File: config.mk
export PLATFORM = sky130hd
export DESIGN_NAME = reg_pair_sequencer_flat
export DESIGN_NICKNAME = d
export VERILOG_FILES = /design/src/rtl/reg_pair_sequencer_if.sv /design/src/rtl/reg_pair_sequencer.sv /design/src/flat_wrapper.sv
export SDC_FILE = /design/constraint.sdc
export NUM_CORES = 1
export LEC_CHECK = 0
export ABC_CLOCK_PERIOD_IN_PS = 3600
export CAP_MARGIN = 20
export CORE_MARGIN = 3
export CORE_UTILIZATION = 51
export CTS_BUF_LIST = sky130_fd_sc_hd__clkbuf_8
export DETAILED_ROUTE_END_ITERATION = 16
export PLACE_DENSITY = 0.82
export SYNTH_ARGS = -nofsm -noshare
export SYNTH_HDL_FRONTEND = slang
export SYNTH_SLANG_ARGS = --single-unit
File: constraint.sdc
create_clock -name clock -period 3.6 [get_ports clock]
set_input_delay 0.72 -clock clock [delete_from_list [all_inputs] [get_ports clock]]
set_output_delay 0.72 -clock clock [all_outputs]
set_load 0.03 [all_outputs]
File: src/rtl/reg_pair_sequencer_if.sv
// Request/completion and register-file port bundle for reg_pair_sequencer.
// master = the sequencer; slave = the core and register file it talks to.
interface reg_pair_sequencer_if #(
  parameter int DATA_W = 8,
  parameter int ADDR_W = 5
);
  logic                  start;
  logic [1:0]            op;
  logic [3:0]            dst_pair;
  logic [3:0]            src_pair;
  logic [5:0]            imm;
  logic                  busy;
  logic                  done;
  logic [2*DATA_W-1:0]   result;
  logic [4:0]            flags;
  logic                  flags_we;
  logic [ADDR_W-1:0]     rf_RA1;
  logic [ADDR_W-1:0]     rf_RA2;
  logic [ADDR_W-1:0]     rf_WA;
  logic                  rf_RegWrite;
  logic [DATA_W-1:0]     rf_WD;
  logic [DATA_W-1:0]     rf_RD1;
  logic [DATA_W-1:0]     rf_RD2;

  modport master (
    input  start, op, dst_pair, src_pair, imm, rf_RD1, rf_RD2,
    output busy, done, result, flags, flags_we,
           rf_RA1, rf_RA2, rf_WA, rf_RegWrite, rf_WD
  );

  modport slave (
    output start, op, dst_pair, src_pair, imm, rf_RD1, rf_RD2,
    input  busy, done, result, flags, flags_we,
           rf_RA1, rf_RA2, rf_WA, rf_RegWrite, rf_WD
  );
endinterface

File: src/rtl/reg_pair_sequencer.sv
// 16-bit register-pair ops (MOVW/ADIW/SBIW/PINC) over an 8-bit two-read/one-write file.
// Optional macro REG_PAIR_FLAGS_EN enables the SREG flag outputs; otherwise flags/flags_we are 0.
module reg_pair_sequencer #(
  parameter int DATA_W = 8,
  parameter int ADDR_W = 5
) (
  input  logic                  clock,
  input  logic                  clr_n,
  reg_pair_sequencer_if.master  bus
);
  localparam int PW = 2 * DATA_W;
  localparam logic [1:0] OP_MOVW = 2'b00;
  localparam logic [1:0] OP_ADIW = 2'b01;
  localparam logic [1:0] OP_SBIW = 2'b10;

  typedef enum logic [2:0] {IDLE, READ, CAPTURE, WR_LO, WR_HI, DONE} state_t;

  state_t          state_reg, state_next;
  logic [1:0]      op_reg;
  logic [3:0]      dst_reg;
  logic [3:0]      src_reg;
  logic [5:0]      imm_reg;
  logic [PW-1:0]   calc_reg, calc_next;
  logic [PW-1:0]   result_reg;
  logic [PW-1:0]   pair_val;
  logic [3:0]      rd_pair;
  logic            is_arith;

  assign pair_val = {bus.rf_RD2, bus.rf_RD1};
  assign rd_pair  = (op_reg == OP_MOVW) ? src_reg : dst_reg;
  assign is_arith = (op_reg == OP_ADIW) || (op_reg == OP_SBIW);

  always_comb begin
    calc_next = pair_val;
    case (op_reg)
      OP_MOVW: calc_next = pair_val;
      OP_ADIW: calc_next = pair_val + PW'(imm_reg);
      OP_SBIW: calc_next = pair_val - PW'(imm_reg);
      default: calc_next = pair_val + PW'(1);
    endcase
  end

  always_ff @(posedge clock or negedge clr_n) begin
    if (!clr_n) begin
      state_reg  <= IDLE;
      op_reg     <= '0;
      dst_reg    <= '0;
      src_reg    <= '0;
      imm_reg    <= '0;
      calc_reg   <= '0;
      result_reg <= '0;
    end else begin
      state_reg <= state_next;
      if (state_reg == IDLE && bus.start) begin
        op_reg  <= bus.op;
        dst_reg <= bus.dst_pair;
        src_reg <= bus.src_pair;
        imm_reg <= bus.imm;
      end
      if (state_reg == CAPTURE) calc_reg <= calc_next;
      // result only changes as DONE is entered, so it is stable between completions
      if (state_reg == WR_HI) result_reg <= calc_reg;
    end
  end

  always_comb begin
    state_next      = state_reg;
    bus.busy        = (state_reg != IDLE);
    bus.done        = 1'b0;
    bus.result      = result_reg;
    bus.rf_RA1      = '0;
    bus.rf_RA2      = '0;
    bus.rf_WA       = '0;
    bus.rf_RegWrite = 1'b0;
    bus.rf_WD       = '0;
    case (state_reg)
      IDLE:    if (bus.start) state_next = READ;
      READ: begin
        bus.rf_RA1 = ADDR_W'({rd_pair, 1'b0});
        bus.rf_RA2 = ADDR_W'({rd_pair, 1'b1});
        state_next = CAPTURE;
      end
      CAPTURE: state_next = WR_LO;
      WR_LO: begin
        bus.rf_WA       = ADDR_W'({dst_reg, 1'b0});
        bus.rf_WD       = calc_reg[DATA_W-1:0];
        bus.rf_RegWrite = 1'b1;
        state_next      = WR_HI;
      end
      WR_HI: begin
        bus.rf_WA       = ADDR_W'({dst_reg, 1'b1});
        bus.rf_WD       = calc_reg[PW-1:DATA_W];
        bus.rf_RegWrite = 1'b1;
        state_next      = DONE;
      end
      DONE: begin
        bus.done   = 1'b1;
        state_next = IDLE;
      end
      default: state_next = IDLE;
    endcase
  end

`ifdef REG_PAIR_FLAGS_EN
  logic [4:0] flags_calc, flags_pend_reg, flags_reg;
  logic       r15, rdh7, flag_c, flag_v;

  assign r15  = calc_next[PW-1];
  assign rdh7 = pair_val[PW-1];

  always_comb begin
    flag_c = ~r15 & rdh7;
    flag_v = ~rdh7 & r15;
    if (op_reg == OP_SBIW) begin
      flag_c = r15 & ~rdh7;
      flag_v = rdh7 & ~r15;
    end
    flags_calc = {r15 ^ flag_v, flag_v, r15, (calc_next == '0), flag_c};
  end

  // Flags are computed alongside the result but only published as DONE is entered.
  always_ff @(posedge clock or negedge clr_n) begin
    if (!clr_n) begin
      flags_pend_reg <= '0;
      flags_reg      <= '0;
    end else begin
      if (state_reg == CAPTURE) flags_pend_reg <= flags_calc;
      if (state_reg == WR_HI && is_arith) flags_reg <= flags_pend_reg;
    end
  end

  assign bus.flags    = flags_reg;
  assign bus.flags_we = (state_reg == DONE) && is_arith;
`else
  logic unused_arith;
  assign unused_arith = is_arith;
  assign bus.flags    = '0;
  assign bus.flags_we = 1'b0;
`endif
endmodule

File: src/flat_wrapper.sv
// flat-port wrapper written by rule: the top's interface ports become plain ports
module reg_pair_sequencer_flat 
#(
  parameter int DATA_W = 8,
  parameter int ADDR_W = 5
)
  (clock, clr_n, bus_start, bus_op, bus_dst_pair, bus_src_pair, bus_imm, bus_rf_RD1, bus_rf_RD2, bus_busy, bus_done, bus_result, bus_flags, bus_flags_we, bus_rf_RA1, bus_rf_RA2, bus_rf_WA, bus_rf_RegWrite, bus_rf_WD);
  reg_pair_sequencer_if #(.DATA_W(DATA_W), .ADDR_W(ADDR_W)) bus_i ();
  input  logic clock;
  input  logic clr_n;
  input wire logic [$bits(bus_i.start)-1:0] bus_start;
  input wire logic [$bits(bus_i.op)-1:0] bus_op;
  input wire logic [$bits(bus_i.dst_pair)-1:0] bus_dst_pair;
  input wire logic [$bits(bus_i.src_pair)-1:0] bus_src_pair;
  input wire logic [$bits(bus_i.imm)-1:0] bus_imm;
  input wire logic [$bits(bus_i.rf_RD1)-1:0] bus_rf_RD1;
  input wire logic [$bits(bus_i.rf_RD2)-1:0] bus_rf_RD2;
  output wire logic [$bits(bus_i.busy)-1:0] bus_busy;
  output wire logic [$bits(bus_i.done)-1:0] bus_done;
  output wire logic [$bits(bus_i.result)-1:0] bus_result;
  output wire logic [$bits(bus_i.flags)-1:0] bus_flags;
  output wire logic [$bits(bus_i.flags_we)-1:0] bus_flags_we;
  output wire logic [$bits(bus_i.rf_RA1)-1:0] bus_rf_RA1;
  output wire logic [$bits(bus_i.rf_RA2)-1:0] bus_rf_RA2;
  output wire logic [$bits(bus_i.rf_WA)-1:0] bus_rf_WA;
  output wire logic [$bits(bus_i.rf_RegWrite)-1:0] bus_rf_RegWrite;
  output wire logic [$bits(bus_i.rf_WD)-1:0] bus_rf_WD;
  assign bus_i.start = bus_start;
  assign bus_i.op = bus_op;
  assign bus_i.dst_pair = bus_dst_pair;
  assign bus_i.src_pair = bus_src_pair;
  assign bus_i.imm = bus_imm;
  assign bus_i.rf_RD1 = bus_rf_RD1;
  assign bus_i.rf_RD2 = bus_rf_RD2;
  assign bus_busy = bus_i.busy;
  assign bus_done = bus_i.done;
  assign bus_result = bus_i.result;
  assign bus_flags = bus_i.flags;
  assign bus_flags_we = bus_i.flags_we;
  assign bus_rf_RA1 = bus_i.rf_RA1;
  assign bus_rf_RA2 = bus_i.rf_RA2;
  assign bus_rf_WA = bus_i.rf_WA;
  assign bus_rf_RegWrite = bus_i.rf_RegWrite;
  assign bus_rf_WD = bus_i.rf_WD;
  reg_pair_sequencer #(.DATA_W(DATA_W), .ADDR_W(ADDR_W)) u_core (.clock(clock), .clr_n(clr_n), .bus(bus_i));
endmodule
Yosys cells after proc, flatten, opt, wreduce, memory -nomap -nowiden
Cells that the tools add are included.

storage, ports and cells
  logic and storage cells = 33
  bits of input ports = 35
  output and inout port bits = 48
  flip-flop bits (word level) = 51

cells by class
  add/sub/neg operators = 3
  equality and inequality tests = 8
  reduce and logical (&&, ||, !) cells = 5
  mux-type cells = 10

operators by type and width
  kind                     number
  $pmux W16 S3             1
  $add A16 B1 Y16 const B  1
  $add A16 B6 Y16          1
  $pmux W8 S2              1
  $sub A16 B6 Y16          1
  $pmux W3 S5              1
  $mux W5                  2
  $pmux W5 S2              1
  $eq A3 B2 Y1 const B     2
  $eq A3 B3 Y1 const B     2
  $mux W4                  1
  $eq A3 B1 Y1 const B     1
  $logic_not A3 Y1         1
  $mux W3                  1
  $reduce_bool A3 Y1       1
  $eq A2 B1 Y1 const B     1
  $eq A2 B2 Y1 const B     1
  $logic_not A2 Y1         1
  $mux W1                  2
  $ne A2 B2 Y1 const B     1
  $reduce_or A2 Y1         1
  $logic_and A1 B1 Y1      1

Logic depth before layout (Yosys ltp)
  depth after elaboration = 3
  mapped depth = 14
  gate-level depth less buffers = 14

Worst setup path after synthesis
Ideal clock, no wire load.

  kind = register to register
  start point = register u_core.op_reg[1]
  end point = register u_core.calc_reg[12]
  stages on the path, launching flop included = 14
  slack = 0.609 ns
  arrival time = 2.895 ns
  cell sequence = dfrtp_1 -> inv_1 -> ha_1 -> clkbuf_1 -> inv_1 -> o311a_1 -> ha_1 -> and2b_1 -> o31a_2 -> o21ai_1 -> o21a_1 -> o21ai_0 -> xnor2_1 -> o31ai_1

between the ends
  longest elaborated chain between the ends = 2

RTL lines
  element                               line                      RTL
  from (decl)                           reg_pair_sequencer.sv:19  logic [1:0] op_reg;
  from (signal assigned)                reg_pair_sequencer.sv:55  op_reg <= bus.op;
  $eq A2 B2 Y1 (tied with other cells)  -
  $pmux W16 S3 *                        reg_pair_sequencer.sv:35  case (op_reg)
  to (signal assigned)                  reg_pair_sequencer.sv:60  if (state_reg == CAPTURE) calc_reg <= calc_next;
  to (decl)                             reg_pair_sequencer.sv:23  logic [PW-1:0] calc_reg, calc_next;

Every way passes the cells marked *; elsewhere a longest branch is shown, timed or not.
A chain may end at the register's enable or synchronous reset.

Worst setup path in the final report
  start point = register u_core.op_reg[1]
  end point = register u_core.calc_reg[10]

The elaborated chain is that of the path after synthesis.

==> flow_summary_export.csv <==
group,metric,value,unit
sta,period_share,0.916,
critical_path,timing.critical_path.depth,12,
sta,final_period_minus_worst_setup_slack,3.30,ns
clock_network,clock_insertion_delay_at_the_later_pin_of_the_skew_report,0.30,ns
run,max-cap-violations,0,
cells_and_area,stdcell_area,4170,um^2
grt,groute.usage.overall,0.215,
cells_and_area,antenna_cells,0,
logic_synthesis,synth.top_cells.by_area,"dfrtp_1 38%, mux2_2 9.2%, ha_1 7.5%",
power_and_ir_drop,power.leakage,1.85,nW
detailed_routing,drt.antenna.violating_nets,0,
sta,transition_at_the_pin_with_the_smallest_max_transition_slack,0.716,ns
logic_synthesis,synth-edff-count,0,
grt,grt_antenna_before_repair,0,
critical_path,r2r_slack,0.30,ns
sta,skew,0.0185,ns
floorplanning,initial_core_util,0.544,
sta,timing.final.max_slew_violations,0,
critical_path,worst_reg_to_reg_path_cell_count,12,
power_and_ir_drop,power.ir.vdd_worst,0.581,mV
logic_synthesis,synthDominantAreaCellType,"dfrtp_1",
worst_hold_path,worst_hold_path_type,"in2async",
clock_network,post_cts_hold_buffer_count,0,
grt,gr_overflow_total,0,
power_and_ir_drop,combinationalPowerShare,0.668,
logic_synthesis,synth.lib_cells_used.distinct,47,
floorplanning,fp.dieArea,7510,um^2
critical_path,end_kind,"register",
logic_synthesis,asyncSetResetFlopFracSynth,1.00,
logic_synthesis,syn_area,3320,um^2
floorplanning,die_h,86.7,um
outcome,outcome,"complete, no violations",
logic_synthesis,postSynth.topFlopCell,"dfrtp_1",
clock_network,cts_made_buffers,5,
critical_path,worst_path_largest_cell_delay,0.45,ns
critical_path,path_cells,"inv_1 -> ha_1 -> inv_1 -> o311a_1 -> ha_1 -> and2b_1 -> o31a_2 -> o21ai_1 -> o21a_1 -> o21ai_0 -> xnor2_1 -> o31ai_1",
logic_synthesis,yosysSeqAreaShare,0.385,
detailed_routing,num_vias,2739,
detailed_routing,post_drt_wl_per_cell,16.1,um
sta,timing.hold.ws,0.419,ns
detailed_routing,totalWireLength,7.87,mm
clock_network,cts_root_buf,"clkbuf_8",
detailed_routing,dr.pass1.iters,6,
floorplanning,row_count,28,
clock_network,clk_pin_slew,0.11,ns
floorplanning,top_level_ports,83,
floorplanning,floorplan.core_area,6100,um^2
power_and_ir_drop,power.density_cell_area,1080,nW/um^2
clock_network,post_cts_resize_count,0,
critical_path,cp_startpoint_kind,"register",
sta,slew-limit-headroom,0.520,
detailed_routing,drc_errors,0,
detailed_routing,viasPerCell,5.59,
clock_network,cts.sink_count,51,
clock_network,cts_setup_buffers,0,
logic_synthesis,syn_area_per_cell,9.51,um^2
critical_path,worst_setup_path_type,"reg2reg",
clock_network,cts-htree-levels,2,
critical_path,worstReg2RegStart,"u_core.op_reg[1]$_DFFE_PN0P_",
floorplanning,die_width,86.7,um
critical_path,critical_path.max_fanout,13,
logic_synthesis,post_synth_inst_count,349,
logic_synthesis,yosysWarnings,0,
detailed_routing,first_iter_violations,147,
sta,setup_total_negative_slack,0,ns
critical_path,critical_path.top_delay_family,"compound AO/OA/AOI/OAI gates",
place,port_buffers,75,
grt,grt_pass1_wl,13.0,mm
power_and_ir_drop,power.switching,2.12,mW
critical_path,buffers_and_inverters_on_the_worst_path,2,
power_and_ir_drop,internal-power,2.37,mW
clock_network,clockBufferDepth,2,
sta,max_clk_rate,0.303,GHz
clock_network,cts_tree,"built",
critical_path,critical_path_arrival,3.49,ns
sta,hold_viol,0,
place,placedInstanceArea,4060,um^2
place,dpl.hpwl,6.32,mm
critical_path,r2r_end,"u_core.calc_reg[10]$_DFFE_PN0N_",
power_and_ir_drop,sw_frac_of_total,0.472,
power_and_ir_drop,p_clk_frac,0.090,
sta,rsz0062_at_grt,"no",
grt,grt_max_degree,32,
critical_path,worst_ep_required_time,3.79,ns
sta,count_of_final_setup_violators,0,
cells_and_area,area.growth.synth_to_final,25.8,%
critical_path,crit_path_top_delay_cell,"ha_1",
logic_synthesis,synth_largest_type_area_fraction,0.385,
cells_and_area,share_of_final_layout_standard_cells_stronger_than_drive_strength_1,0.133,
power_and_ir_drop,seq_power_share,0.242,
cells_and_area,layout.nets,470,
grt,number_of_global_route_vias_before_repair,2731,
logic_synthesis,synth.ff_latch_count,51,
logic_synthesis,ys_top_cells_by_count,"51 x dfrtp_1, 33 x nand2_1, 28 x o21ai_0, 27 x mux2_2, 25 x a21oi_1",
place,finalWeightedCongestion,0.929,
logic_synthesis,synthMostInstantiatedCell,"dfrtp_1",
==> stage by stage <==
stage                     setup WS, ns   util  power, mW  std cells
final                            0.304  0.685       4.49        490
after global routing            0.0676  0.685       4.86        490
after CTS                        0.337  0.685       4.50        490
after detailed placement         0.379  0.666       4.09        482
after global placement           0.510  0.666       3.99        482
after floorplan                  0.609      -       3.21        355
==> area by class of cell <==
class	instances	area (um^2)
inverters	14	52.6
clock inverters	3	46.3
well taps	75	93.8
repair buffers	80	783
fillers	496	1920
clock buffers	5	68.8
flip-flops and latches	51	1280
multi-input cells	262	1850
==> cells by family (layout without fill, tap and decap cells) <==
| group | after synthesis | after routing | share of synthesized area |
|---|---|---|---|
| AO/OA/AOI/OAI | 98 | 98 | 0.190 |
| XOR/XNOR | 11 | 11 | 0.0290 |
| adder cells (fa/ha/maj) | 21 | 21 | 0.0814 |
| buffers and inverters | 42 | 102 | 0.0637 |
| flip-flops | 51 | 51 | 0.385 |
| multiplexers | 34 | 34 | 0.113 |
| other | 1 | 7 | 0.00113 |
| AND/OR/NAND/NOR | 91 | 91 | 0.138 |
==> metal layers <==
metal / GRT usage / share of wire / vias to the layer above
met5: 0 / 0 / -
met4: 0.0397 / 0.0072 / 0
met3: 0.0314 / 0.047 / 6
met2: 0.358 / 0.48 / 68
met1: 0.300 / 0.47 / 1305
li1: - / - / 1360
==> worst max-delay path by stage <==
stage | from | to
final | u_core.op_reg[1]$_DFFE_PN0P_ | u_core.calc_reg[10]$_DFFE_PN0N_
after global routing | u_core.op_reg[1]$_DFFE_PN0P_ | u_core.calc_reg[15]$_DFFE_PN0N_
after CTS | u_core.op_reg[1]$_DFFE_PN0P_ | u_core.calc_reg[10]$_DFFE_PN0N_
after detailed placement | bus_rf_RD1[0] | u_core.calc_reg[10]$_DFFE_PN0N_
after global placement | u_core.op_reg[1]$_DFFE_PN0P_ | u_core.calc_reg[15]$_DFFE_PN0N_
after floorplan | u_core.op_reg[1]$_DFFE_PN0P_ | u_core.calc_reg[12]$_DFFE_PN0N_
==> power by group through the flow <==
stage	Clock (mW)	Combinational (mW)	Sequential, mW
global placement	0	2.91	1.08
finish	0.404	3.00	1.09
CTS	0.412	3.00	1.09
floorplan	0	2.01	1.20
detailed placement	0	2.99	1.10
global route	0.440	3.29	1.13
==> worst register-to-register path, cell delays in order, from the launching register on <==
cell and delay (ns):
dfrtp_1 0.39, inv_1 0.10, ha_1 0.45, inv_1 0.14, o311a_1 0.35, ha_1 0.32, and2b_1 0.21, o31a_2 0.31
o21ai_1 0.22, o21a_1 0.23, o21ai_0 0.12, xnor2_1 0.15, o31ai_1 0.20
==> placed cells by master (no fill, tap or decap), types with 5 or more instances in the layout <==
cell             count
nand2_1             33
a22o_1               8
conb_1               7
mux2_2              27
nor2_1              20
inv_1               14
mux2i_1              7
a21oi_1             25
nor3_1               5
o21ai_0             28
buf_4                5
clkdlybuf4s50_1     74
ha_1                20
clkbuf_8             5
xnor2_1              7
a21o_1               8
o21a_1               5
dfrtp_1             51
(Power assumes the default switching activity.)
